File: config.mk
export PLATFORM = sky130hd
export DESIGN_NAME = mult_hilo_unit
export DESIGN_NICKNAME = d
export VERILOG_FILES = /design/src/rtl/mult_hilo_unit.sv
export SDC_FILE = /design/constraint.sdc
export NUM_CORES = 1
export LEC_CHECK = 0
export ABC_AREA = 1
export BUFFER_PORTS_ARGS = -buffer_cell sky130_fd_sc_hd__buf_2
export CAP_MARGIN = 40
export CORE_ASPECT_RATIO = 1.2
export CORE_UTILIZATION = 50
export DETAILED_ROUTE_END_ITERATION = 7
export HOLD_SLACK_MARGIN = 0.12
export PLACE_DENSITY = 0.72
export REMOVE_ABC_BUFFERS = 1
export SLEW_MARGIN = 15
export SYNTH_ARGS = -nofsm -noshare
export SYNTH_HDL_FRONTEND = slang
export SYNTH_SLANG_ARGS = --single-unit
File: constraint.sdc
create_clock -name clk -period 2.1 [get_ports clk]
set_input_delay 0.105 -clock clk [delete_from_list [all_inputs] [get_ports clk]]
set_output_delay 0.105 -clock clk [all_outputs]
set_load 0.05 [all_outputs]
File: src/rtl/mult_hilo_unit.sv
`default_nettype none
// ============================================================================
// Module  : mult_hilo_unit
// Brief   : Multi-cycle MULT/MULTU unit (radix-2 shift-add on magnitudes with
//           final sign fix-up) owning the HI/LO register pair.
// Revision: 1.0 - initial release
// ============================================================================
module mult_hilo_unit #(
  parameter int WIDTH = 32
) (
  input  logic             clk,
  input  logic             rst_n,
  input  logic             start,
  input  logic             is_signed,
  input  logic [WIDTH-1:0] op_a,
  input  logic [WIDTH-1:0] op_b,
  input  logic             mthi,
  input  logic             mtlo,
  input  logic [WIDTH-1:0] wdata,
  output logic             busy,
  output logic             done,
  output logic [WIDTH-1:0] hi,
  output logic [WIDTH-1:0] lo
);

  localparam int             CW     = $clog2(WIDTH + 1);
  localparam logic [CW-1:0]  C_LAST = CW'(WIDTH - 1);

  typedef enum logic [1:0] {
    S_IDLE = 2'd0,
    S_RUN  = 2'd1,
    S_SIGN = 2'd2
  } state_t;

  state_t             state_q, state_d;
  logic [WIDTH-1:0]   mcand_q, mcand_d;
  logic [WIDTH-1:0]   mplr_q,  mplr_d;
  logic [WIDTH-1:0]   acc_q,   acc_d;
  logic [CW-1:0]      cnt_q,   cnt_d;
  logic               neg_q,   neg_d;
  logic [WIDTH-1:0]   hi_q,    hi_d;
  logic [WIDTH-1:0]   lo_q,    lo_d;
  logic               done_q,  done_d;

  logic [WIDTH-1:0]   w_abs_a;
  logic [WIDTH-1:0]   w_abs_b;
  logic [WIDTH:0]     w_sum;
  logic [2*WIDTH-1:0] w_prod;

  // Magnitude of the most negative value wraps to itself, which is exact as unsigned.
  assign w_abs_a = (is_signed && op_a[WIDTH-1]) ? -op_a : op_a;
  assign w_abs_b = (is_signed && op_b[WIDTH-1]) ? -op_b : op_b;

  always_comb begin
    state_d = state_q;
    mcand_d = mcand_q;
    mplr_d  = mplr_q;
    acc_d   = acc_q;
    cnt_d   = cnt_q;
    neg_d   = neg_q;
    hi_d    = hi_q;
    lo_d    = lo_q;
    done_d  = 1'b0;
    w_sum   = '0;
    w_prod  = '0;
    case (state_q)
      S_IDLE: begin
        if (start) begin
          mcand_d = w_abs_a;
          mplr_d  = w_abs_b;
          neg_d   = is_signed & (op_a[WIDTH-1] ^ op_b[WIDTH-1]);
          acc_d   = '0;
          cnt_d   = '0;
          state_d = S_RUN;
        end else begin
          if (mthi) hi_d = wdata;
          if (mtlo) lo_d = wdata;
        end
      end
      S_RUN: begin
        // Low product bits shift into the multiplier register as it is consumed.
        w_sum   = {1'b0, acc_q} + {1'b0, (mplr_q[0] ? mcand_q : '0)};
        acc_d   = w_sum[WIDTH:1];
        mplr_d  = {w_sum[0], mplr_q[WIDTH-1:1]};
        cnt_d   = cnt_q + 1'b1;
        if (cnt_q == C_LAST) state_d = S_SIGN;
      end
      S_SIGN: begin
        w_prod  = neg_q ? -{acc_q, mplr_q} : {acc_q, mplr_q};
        hi_d    = w_prod[2*WIDTH-1:WIDTH];
        lo_d    = w_prod[WIDTH-1:0];
        done_d  = 1'b1;
        state_d = S_IDLE;
      end
      default: state_d = S_IDLE;
    endcase
  end

  always_ff @(posedge clk or negedge rst_n) begin
    if (!rst_n) begin
      state_q <= S_IDLE;
      mcand_q <= '0;
      mplr_q  <= '0;
      acc_q   <= '0;
      cnt_q   <= '0;
      neg_q   <= 1'b0;
      hi_q    <= '0;
      lo_q    <= '0;
      done_q  <= 1'b0;
    end else begin
      state_q <= state_d;
      mcand_q <= mcand_d;
      mplr_q  <= mplr_d;
      acc_q   <= acc_d;
      cnt_q   <= cnt_d;
      neg_q   <= neg_d;
      hi_q    <= hi_d;
      lo_q    <= lo_d;
      done_q  <= done_d;
    end
  end

  assign busy = (state_q != S_IDLE);
  assign done = done_q;
  assign hi   = hi_q;
  assign lo   = lo_q;

endmodule
`default_nettype wire

# Word-level counts from Yosys, hierarchy flattened

Index checks and enable logic that the tools add are counted.

Add/subtract/negate cells: 5
Equal/unequal tests: 8
Multiply operators: 0
Magnitude comparators: 0
Reductions and logical operators: 11
Div/mod/pow operators: 0
Shift operators: 0
Bitwise logic cells: 2
Muxes and demuxes: 20

Operator list:

| cell                  | count |
|---|---|
| $mux W32              | 9 |
| $pmux W32 S2          | 4 |
| $mux W64              | 1 |
| $neg A32 Y32          | 2 |
| $neg A64 Y64          | 1 |
| $add A32 B32 Y33      | 1 |
| $pmux W6 S2           | 1 |
| $ne A2 B2 Y1 const B  | 5 |
| $add A6 B1 Y6 const B | 1 |
| $eq A6 B5 Y1 const B  | 1 |
| $mux W6               | 1 |
| $reduce_and A2 Y1     | 3 |
| $reduce_and A3 Y1     | 2 |
| $reduce_bool A2 Y1    | 3 |
| $mux W2               | 2 |
| $pmux W2 S2           | 1 |
| $eq A2 B1 Y1 const B  | 1 |
| $eq A2 B2 Y1 const B  | 1 |
| $logic_and A1 B1 Y1   | 2 |
| $logic_not A2 Y1      | 1 |
| $and A1 B1 Y1         | 1 |
| $mux W1               | 1 |
| $xor A1 B1 Y1         | 1 |

Bits in latches: 0
Output and inout bits: 66
Bits in read-only memories: 0
Memories kept: 0
Register bits after elaboration: 170
Memory bits (writable): 0
Logic and storage cells: 55

# Longest topological paths before layout

Gate-level depths: netlist of the first run.

Word-level depth: 4
Gate-level depth with buffers: 19
Mapped depth without buffers: 17

# Least setup slack after synthesis of the first run

OpenSTA, ideal clock, no wires.

Path kind: register -> register
Start: register mplr_q[0]
End: register acc_q[29]
Stages on the path, launching flop included: 20
Path slack: -228 ps
Data required time: 1982 ps
Arrival: 2210 ps
Setup time: 118 ps
Buffers on the path: 2
Period minus slack after synthesis: 2328 ps
Cell sequence: dfrtp_1 > buf_6 > clkbuf_1 > nand2_1 > inv_1 > ha_1 > inv_1 > fa_1 > inv_1 > nand3_1 > nand3_1 > nand2_1 > nand2_1 > nand2_1 > nand2_1 > nand2_1 > nand2_1 > nand2_1 > nand3_1 > nand2_1

Longest elaborated chain between the ends: 3

Ends and longest elaborated chain:

| item                   | RTL line | source |
|---|---|---|
| start, declared        | 37       | `logic [WIDTH-1:0] mplr_q, mplr_d;` |
| start signal, assigned | 113      | `mplr_q <= mplr_d;` |
| $mux W32               | 82       | `w_sum = {1'b0, acc_q} + {1'b0, (mplr_q[0] ? mcand_q : '0)};` |
| $add A32 B32 Y33       | 82       |  |
| $pmux W32 S2           | 66       | `case (state_q)` |
| end signal, assigned   | 104      | `acc_q <= '0;` |
| end signal, assigned   | 114      | `acc_q <= acc_d;` |
| end, declared          | 38       | `logic [WIDTH-1:0] acc_q, acc_d;` |

No other way between the ends.
A chain may end at the register's enable or synchronous reset.

# Final worst setup path of the first run

Start: register mplr_q[0]
End: register hi_q[4] (netlist: hi[4])

Longest elaborated chain between the ends: 3

Ends and longest elaborated chain:

| item                 | RTL line | source |
|---|---|---|
| $neg A64 Y64         | 89       | `w_prod = neg_q ? -{acc_q, mplr_q} : {acc_q, mplr_q};` |
| $mux W64             | 89       |  |
| $pmux W32 S2         | 66       |  |
| end signal, assigned | 117      | `hi_q <= hi_d;` |
| end, declared        | 41       | `logic [WIDTH-1:0] hi_q, hi_d;` |

No other way between the ends.

==> qor.txt, run 1 <==
Peak supply drop: 1.04 mV
GRT Resource Usage Total: 36.9%
Fin util: 68.3%
Clk root buf: clkbuf_16
Design area: 18600 µm²
IO Pins: 168
Reg2reg setup slack: -0.07 ns
Setup crit start kind: flip-flop
Area after DPL: 15800 µm²
Antenna violations before repair: 0
GPL Wtd Cong: 1.01
Max Root-Sink Buffers: 2
Area leader, netlist: dfrtp_1
Worst-Margin Slew: 0.603 ns
Sequential fraction of the synthesis area: 30.8%
Leak: 9.41 nW
CTS tree: yes
Worst Skew: 0.0124 ns
Worst path required time: 2.48 ns
CTS sink count: 170
Reg2reg end: hi[4]$_DFFE_PN0P_
Top FF cell, synth: dfrtp_1
Syn Inst Count: 2235
Fin crit share: 104%
Synth top area share: 30.8%
Final setup fails: 21
WS Path Type: flip-flop to flip-flop
Synthesized area: 13800 µm²
Via-per-instance ratio: 5.48
Clock transition at the registers of the reported paths: 0.07 ns
PnR worst setup slack: -0.0743 ns
Syn Area/Cell: 6.19 µm²
Clock Latency Late Sink: 0.44 ns
Asr flop ratio synth: 100%
1st-pass router iterations: 6
Layout cell share with drive strength beyond 1: 21.8%
Area grow syn2layout: 34.2%
Worst setup path endpoint: hi[4]$_DFFE_PN0P_
Diodes inserted: 0
Reg2Reg Depth: 13
Pwr Total: 0.0288 W
CP Launch Point: mplr_q[0]$_DFFE_PN0P_
Unrepaired setup endpoints after global routing: yes
Initial Utilization: 50.9%
Setup TNS: -0.510 ns
Largest cells by area after synthesis: dfrtp_1 (31%), nand2_1 (22%), nand3_1 (8.1%)
Nets: 2733
Tmin final: 2.17 ns
Post-DP HPWL: 39100 µm
Core ar.: 27200 µm²
Max Cap Viol: 0
Slew HR: 59.7%
PortBufs: 167
First-pass GRT wire length: 81100 µm
Synth cell types: 46
CTS buffer count: 17
Vias in the first global route: 15700
Filler instances: 2396
DRC: 0
Worst Path Arrival: 2.56 ns
Max Clk Rate: 460 MHz
Commonest non-fill, non-tap cell in the layout: nand2_1
H-tree levels: 4
Ys Warns: 0
Largest net degree at the start of global routing: 67
Pwr dens: 1550 nW/µm²
Placement Rows: 66
Drt wl/cell: 17.7 µm
Failing checks: negative setup slack
Area of the multi-input gates: 9080 µm²
Fin. max-slew vios: 0
Antenna-violating nets left: 0
Fin. Hold Viols: 0
Initial DRC count: 1231
FF+latch area: 4260 µm²
WL final: 52100 µm
CP Capture Type: flip-flop
Die width: 154 µm
Worst flop-to-flop path startpoint: mplr_q[0]$_DFFE_PN0P_
Flops & latches, synth: 170
DR vias: 16200
Status: complete, but fails checks
Commonest non-fill, non-tap cells in the layout: nand2_1 (733), inv_1 (262), nor2_1 (217)
GR Overflow Total: 0
Hold Crit Class: input port to flip-flop
Number of flops mapped to enable cells by yosys: 0
Die H: 184 µm
Top fanout value on the critical path: 5
Die area: 28300 µm²
Hold slack final: 0.189 ns
## stage by stage
| step | std cells | setup WS, ns |
|---|---|---|
| floorplan | 2167 | -0.973 |
| global route | 2947 | -0.205 |
| detailed placement | 2796 | -0.190 |
| CTS | 2930 | -0.0118 |
| global placement | 2795 | -0.197 |
| finish | 2947 | -0.0743 |
## cell usage after synthesis, types with 10 or more instances
cell	count
buf_2	36
o21ai_0	104
o21bai_1	21
o21ai_1	16
dfrtp_1	170
inv_1	276
nand3_1	225
nand4_1	30
nor3_1	20
clkbuf_1	22
nor2_2	15
nor2_1	234
o211ai_1	17
a22oi_1	29
nor2_4	10
ha_1	36
inv_2	12
a21oi_1	49
nand2_1	798
xor2_1	26
nand2_2	12
nand3b_1	10
## critical path: stages (launching register included)
cell	delay [ns]
dfrtp_2	0.48
buf_4	0.18
inv_4	0.08
ha_4	0.15
nand3_4	0.12
nor2_8	0.20
buf_12	0.13
nand3_4	0.09
o21ai_4	0.22
buf_4	0.16
nand2_1	0.04
nand2_1	0.08
nand3_2	0.10
nand2_1	0.08
## logic make-up after synthesis
kind of cell | synth area share, %
buf+inv | 10.1
xor+xnor | 2.03
simple gates | 42.2
fa+ha+maj | 3.40
compound gates | 11.5
flops | 30.8
## layout make-up
class	count	share of cell area (%)
Clock buffer	19	2.39
Clock inverter	13	0.856
Inverter	289	5.87
Multi-Input combinational cell	1708	48.9
Sequential cell	170	22.9
Tap cell	340	2.29
Timing Repair Buffer	408	16.7
## worst min-delay path by stage
stage / start / end / depth (start not counted)
after global routing: mthi / hi[2]$_DFFE_PN0P_ / 6
after global placement: rst_n / mplr_q[3]$_DFFE_PN0P_ / 1
after detailed placement: rst_n / mplr_q[2]$_DFFE_PN0P_ / 1
after CTS: mthi / hi[2]$_DFFE_PN0P_ / 6
final: mthi / hi[2]$_DFFE_PN0P_ / 6
after floorplan: rst_n / acc_q[0]$_DFFE_PN0P_ / 0
## sequential cells by signal (all words and copies together), names as in the netlist
register / flops
lo: 32
neg_q: 1
acc_q: 32
done: 1
state_q: 2
hi: 32
cnt_q: 6
mplr_q: 32
mcand_q: 32
## metal layers
metal	track usage (%)	vias up	part of all wire, %
met2	66.9	592	50
met5	0	-	0
met4	21.4	0	5.8
met3	4.40	162	4.9
li1	-	7895	-
met1	41.8	7511	39
## power breakdown
group	switching (W)	internal, W	total [W]
sequential	0.00194	0.00492	0.00686
combinational	0.0117	0.00697	0.0187
clock	0.00147	0.00182	0.00329
## what timing repair did
item,CTS,global route
gates cloned,0,1
pin swaps,7,30
endpoints found under the hold margin,296,0
setup endpoints to repair,35,49
resized for setup,56,157
setup buffers,1,14
hold buffers,101,0
Note: power is estimated with default switching activity, not from simulation.
==> inputs of run 2 (changes only) <==
==> constraint.sdc (replaced) <==
create_clock -name clk -period 2.1 [get_ports clk]
set_input_delay 0.315 -clock clk [delete_from_list [all_inputs] [get_ports clk]]
set_output_delay 0.315 -clock clk [all_outputs]
set_load 0.05 [all_outputs]
==> qor.txt, run 2 (synthesized netlist as in run 1, its figures left out) <==
Final setup fails: 16 (-24%)
Worst Path Arrival: 2.50 ns (-0.06 ns)
PnR worst setup slack: -0.0608 ns (+0.0134 ns)
DRC: 0 (unchanged)
Fin. Hold Viols: 0 (unchanged)
CTS buffer count: 17 (unchanged)
Core ar.: 27200 µm² (unchanged)
Layout cell share with drive strength beyond 1: 21.6% (-0.17 points)
Unrepaired setup endpoints after global routing: yes
Filler instances: 2595 (+8.3%)
First-pass GRT wire length: 78700 µm (-2.9%)
WS Path Type: flip-flop to flip-flop
Failing checks: negative setup slack
Area grow syn2layout: 24.3%
Hold slack final: 0.136 ns (-0.0527 ns)
1st-pass router iterations: 5 (-1)
Post-DP HPWL: 38700 µm (-1.2%)
Pwr Total: 0.0279 W (-3.3%)
Max Clk Rate: 463 MHz (+0.62%)
Pwr dens: 1620 nW/µm² (+4.3%)
Clock Latency Late Sink: 0.45 ns (about the same)
GRT Resource Usage Total: 35.8% (-1.1 points)
Diodes inserted: 0 (unchanged)
WL final: 50400 µm (-3.2%)
Initial Utilization: 50.9% (unchanged)
Tmin final: 2.16 ns (-0.0134 ns)
Initial DRC count: 1274 (+3.5%)
CP Capture Type: flip-flop
Vias in the first global route: 15200 (-3.4%)
Antenna violations before repair: 0 (unchanged)
Via-per-instance ratio: 5.54 (+1.0%)
Clock transition at the registers of the reported paths: 0.07 ns (about the same)
Status: complete, but fails checks
Peak supply drop: 0.843 mV (-19%)
Max Root-Sink Buffers: 2 (unchanged)
GR Overflow Total: 0 (unchanged)
Crit-path most repeated cell: nand2_1
Commonest non-fill, non-tap cell in the layout: nand2_1
Largest net degree at the start of global routing: 66 (-1.5%)
Die H: 184 µm (unchanged)
Final Instance Count excl. Fillers: 2833 (-3.9%)
Nets: 2619 (-4.2%)
Hold Crit Class: input port to flip-flop
Fin crit share: 103% (-0.64 points)
Worst stage delay on the critical path: 0.48 ns (about the same)
Clk root buf: clkbuf_16
Setup Slack @ Placement: -0.176 ns (+0.0135 ns)
Fin. max-slew vios: 0 (unchanged)
PortBufs: 167 (unchanged)
GPL Wtd Cong: 0.993 (-1.4%)
Slew HR: 41.5% (-18 points)
Fin util: 63.3% (-5.0 points)
DR vias: 15700 (-2.9%)
CP Cell Sequence: clkbuf_16 > nand2_1 > inv_1 > ha_4 > nand2_2 > inv_2 > nand2_2 > nor2_2 > nand2_1 > nand3_2 > nand3_2 > nand2_1 > nand2_1 > nand3_1 > nand2_1
CTS sink count: 170 (unchanged)
Drt wl/cell: 17.8 µm (+0.66%)
Worst-Margin Slew: 0.877 ns (+0.274 ns)
Commonest non-fill, non-tap cells in the layout: nand2_1 (741), inv_1 (260), nor2_1 (219)
Max Cap Viol: 0 (unchanged)
Top fanout value on the critical path: 15 (+10)
Leak: 8.79 nW (-6.6%)
Worst Skew: 0.0124 ns (-0.0000114 ns)
Crit path max-delay cell type: dfrtp_2
Setup crit start kind: flip-flop
Placed insts: 2784 (-0.43%)
IO Pins: 168 (unchanged)
H-tree levels: 4 (unchanged)
Die width: 154 µm (unchanged)
Die area: 28300 µm² (unchanged)
Worst path required time: 2.44 ns (-0.04 ns)
Placement Rows: 66 (unchanged)
CTS tree: yes
Antenna-violating nets left: 0 (unchanged)
## run 2: cell type report
cell class,count,area [µm²],area share [%]
Inverter,289,1090,6.34
Sequential cell,170,4260,24.8
Multi-Input combinational cell,1709,8960,52.1
Tap cell,340,425,2.47
Clock inverter,13,109,0.633
Clock buffer,19,433,2.52
Timing Repair Buffer,293,1920,11.2
## run 2: path summary, 6_finish.rpt
check                                        end  slack, ns  depth (start not counted)                   from
max                        acc_q[27]$_DFFE_PN0P_      -0.06                         15  mplr_q[0]$_DFFE_PN0P_
min                           lo[26]$_DFFE_PN0P_       0.14                          3              wdata[26]
max reg2reg                acc_q[27]$_DFFE_PN0P_      -0.06                         15  mplr_q[0]$_DFFE_PN0P_
min reg2reg                    lo[1]$_DFFE_PN0P_       0.48                          2      lo[1]$_DFFE_PN0P_
max in group asynchronous     hi[22]$_DFFE_PN0P_       1.17                          3                  rst_n
min in group asynchronous  mplr_q[3]$_DFFE_PN0P_       0.29                          2                  rst_n
## run 2: repair_timing
action,CTS,global route
cloned,1,1
endpoints found under the hold margin,171,0
resized for setup,47,131
pin swaps,9,25
hold buffers,2,0
buffers inserted,1,12
endpoints found under the setup margin,25,45
## run 2: power breakdown
part           leakage (nW)  switching [W]  internal [W]
Sequential             2.07        0.00189       0.00492
Combinational          6.46         0.0115       0.00656
Clock                 0.257        0.00150       0.00154
## run 2: worst max-delay path, delay by kind of cell (launching register included)
| family | cells | cell delay (ns) |
|---|---|---|
| flip-flops | 1 | 0.48 |
| adder cells (fa/ha/maj) | 1 | 0.30 |
| buffers and inverters | 3 | 0.36 |
| AND/OR/NAND/NOR | 11 | 0.90 |
## run 2: metrics by stage
stage | cell area (µm²) | setup TNS [ns]
after global placement | 15700 | -1.07
after CTS | 16600 | -0.308
after floorplan | 13500 | -66.25
after detailed placement | 15700 | -1.99
final | 17200 | -0.468
after global routing | 17200 | -3.54
## run 2: layer usage
layer / part of all wire, % / global-route usage, %
met4: 5.0 / 19.8
met3: 5.4 / 4.21
met5: 0 / 0
met2: 50 / 63.3
met1: 40 / 42.2
==> inputs of run 3 (changes only) <==
--- a/config.mk
+++ b/config.mk
@@ -12,6 +12,7 @@
 export CORE_UTILIZATION = 50
 export DETAILED_ROUTE_END_ITERATION = 7
 export HOLD_SLACK_MARGIN = 0.12
+export MAX_ROUTING_LAYER = met4
 export PLACE_DENSITY = 0.72
 export REMOVE_ABC_BUFFERS = 1
 export SLEW_MARGIN = 15
==> qor.txt, run 3 (synthesized netlist as in run 1, its figures left out) <==
GR Overflow Total: 0 (unchanged)
Area of the multi-input gates: 9050 µm² (+1.0%)
Antenna violations before repair: 0 (unchanged)
Fin. Hold Viols: 0 (unchanged)
Nets: 2622 (+0.11%)
FF+latch area: 4260 µm² (unchanged)
Slew HR: 46.5% (+5.0 points)
Worst Path Arrival: 2.55 ns (+0.05 ns)
Clock Latency Late Sink: 0.45 ns (about the same)
Reg2reg end: acc_q[25]$_DFFE_PN0P_
Die width: 154 µm (unchanged)
IO Pins: 168 (unchanged)
Worst stage delay on the critical path: 0.49 ns (about the same)
Hold Crit Class: input port to flip-flop
Area grow syn2layout: 25.8%
WL final: 51200 µm (+1.6%)
Clock transition at the registers of the reported paths: 0.07 ns (about the same)
Crit-path most repeated cell: nand2_1
CTS sink count: 170 (unchanged)
WS Path Type: flip-flop to flip-flop
Tmin final: 2.21 ns (+0.0532 ns)
PortBufs: 167 (unchanged)
Pwr dens: 1640 nW/µm² (+1.1%)
WP buf/inv: 2 (-1)
Clk root buf: clkbuf_16
1st-pass router iterations: 5 (unchanged)
GRT Resource Usage Total: 37.1% (+1.3 points)
Die H: 184 µm (unchanged)
Via-per-instance ratio: 5.51 (-0.51%)
Hold path depth: 3 (unchanged)
Max Root-Sink Buffers: 2 (unchanged)
Worst path required time: 2.44 ns (about the same)
Max Cap Viol: 0 (unchanged)
Final setup fails: 19 (+3)
Antenna-violating nets left: 0 (unchanged)
Drt wl/cell: 18.0 µm (+1.5%)
Unrepaired setup endpoints after global routing: yes
Status: complete, but fails checks
Filler instances: 2575 (-0.77%)
Die area: 28300 µm² (unchanged)
Initial DRC count: 1168 (-8.3%)
H-tree levels: 4 (unchanged)
Fin. max-slew vios: 0 (unchanged)
Placed insts: 2789 (+0.18%)
Worst Hold Path EP: lo[28]$_DFFE_PN0P_
CP Cell Sequence: buf_12 > nand2_1 > inv_1 > ha_4 > nand2_1 > nor2_1 > nand3_2 > nand3b_1 > nand2_1 > nand3_1 > nand2_1 > nand3_1 > nand2_1
Setup Slack @ Placement: -0.275 ns (-0.0990 ns)
Top fanout value on the critical path: 15 (unchanged)
Largest net degree at the start of global routing: 62 (-6.1%)
DR vias: 15600 (-0.44%)
GPL Wtd Cong: 1.03 (+3.3%)
Fin util: 64.0% (+0.75 points)
Worst Skew: 0.0128 ns (+0.000415 ns)
DRC: 0 (unchanged)
Post-DP HPWL: 39100 µm (+0.99%)
Peak supply drop: 0.844 mV (about the same)
Fin crit share: 105% (+2.5 points)
PnR worst setup slack: -0.114 ns (-0.0532 ns)
CTS buffer count: 17 (unchanged)
Crit path max-delay cell type: dfrtp_2
Failing checks: negative setup slack
Reg2Reg Depth: 13 (-2)
CP top delay family: simple AND/OR/NAND/NOR gates
Commonest non-fill, non-tap cell in the layout: nand2_1
Layout cell share with drive strength beyond 1: 22.5% (+0.90 points)
Reg2reg setup slack: -0.11 ns (-0.05 ns)
Diodes inserted: 0 (unchanged)
Commonest non-fill, non-tap cells in the layout: nand2_1 (731), inv_1 (254), nor2_1 (220)
Worst flop-to-flop path startpoint: mplr_q[0]$_DFFE_PN0P_
Leak: 8.90 nW (+1.3%)
Max Clk Rate: 452 MHz (-2.4%)
CTS tree: yes
Initial Utilization: 50.9% (unchanged)
CP Capture Type: flip-flop
Worst-Margin Slew: 0.802 ns (-0.0749 ns)
Placement Rows: 66 (unchanged)
Setup crit start kind: flip-flop
Core ar.: 27200 µm² (unchanged)
Final Instance Count excl. Fillers: 2835 (+0.071%)
Vias in the first global route: 15000 (-1.0%)
First-pass GRT wire length: 79100 µm (+0.41%)
Hold Crit Start: wdata[28]
-- run 3: cell count changes in the layout (fill, tap and decap cells not counted), sizes merged --
cell,change
buf,+4
bufinv,+2
clkbuf,-1
clkinv,-1
clkinvlp,-1
dlygate4sd3,-1
-- run 3: what timing repair did --
action / 4_1_cts / 5_1_grt
gates cloned: 0 / 3
endpoints found under the setup margin: 26 / 53
endpoints found under the hold margin: 35 / 0
buffers inserted: 2 / 9
pin swaps: 5 / 29
gates resized for setup: 75 / 151
hold buffers: 1 / 0
-- run 3: final cells by class --
type,instances,area share (%)
repair buffers,296,11.4
clock buffers,18,2.52
multi-input cells,1709,52.0
well taps,340,2.45
flip-flops and latches,170,24.5
inverters,289,6.26
clock inverters,13,0.913
-- run 3: worst register-to-register path, stage by stage (launching register included) --
cell      delay (ns)
dfrtp_2         0.49
buf_12          0.18
nand2_1         0.07
inv_1           0.07
ha_4            0.29
nand2_1         0.09
nor2_1          0.23
nand3_2         0.10
nand3b_1        0.21
nand2_1         0.11
nand3_1         0.09
nand2_1         0.06
nand3_1         0.06
nand2_1         0.06
-- run 3: routing by layer --
layer | share of wire [%] | track usage, %
met3 | 5.2 | 3.86
met4 | 5.3 | 17.8
met2 | 50 | 65.9
met5 | 0 | -
met1 | 39 | 41.7
-- run 3: power breakdown --
group,internal (W),switching [W]
clock,0.00181,0.00148
sequential,0.00492,0.00191
combinational,0.00669,0.0117
-- run 3: per-stage QoR --
stage          hold WS [ns]  cell area (µm²)  setup TNS (ns)  total power [W]
3_5_place_dp          0.246            15800           -2.90           0.0225
6_report              0.143            17400          -0.854           0.0285
2_1_floorplan        0.0194            13500          -66.25           0.0166
5_1_grt               0.146            17400           -3.75           0.0305
4_1_cts               0.137            16800          -0.249           0.0268
3_3_place_gp          0.244            15700           -2.11           0.0222
-- run 3: how the worst max path moves through the flow --
stage                                from                    end  slack, ns  cells after the start
floorplan               neg_q$_DFFE_PN0P_      lo[2]$_DFFE_PN0P_      -0.97                      4
global placement    mplr_q[0]$_DFFE_PN0P_  acc_q[30]$_DFFE_PN0P_      -0.28                     13
detailed placement  mplr_q[0]$_DFFE_PN0P_  acc_q[20]$_DFFE_PN0P_      -0.28                     14
CTS                 mplr_q[0]$_DFFE_PN0P_  acc_q[28]$_DFFE_PN0P_      -0.04                     14
global route        mplr_q[0]$_DFFE_PN0P_  acc_q[19]$_DFFE_PN0P_      -0.23                     15
finish              mplr_q[0]$_DFFE_PN0P_  acc_q[25]$_DFFE_PN0P_      -0.11                     13
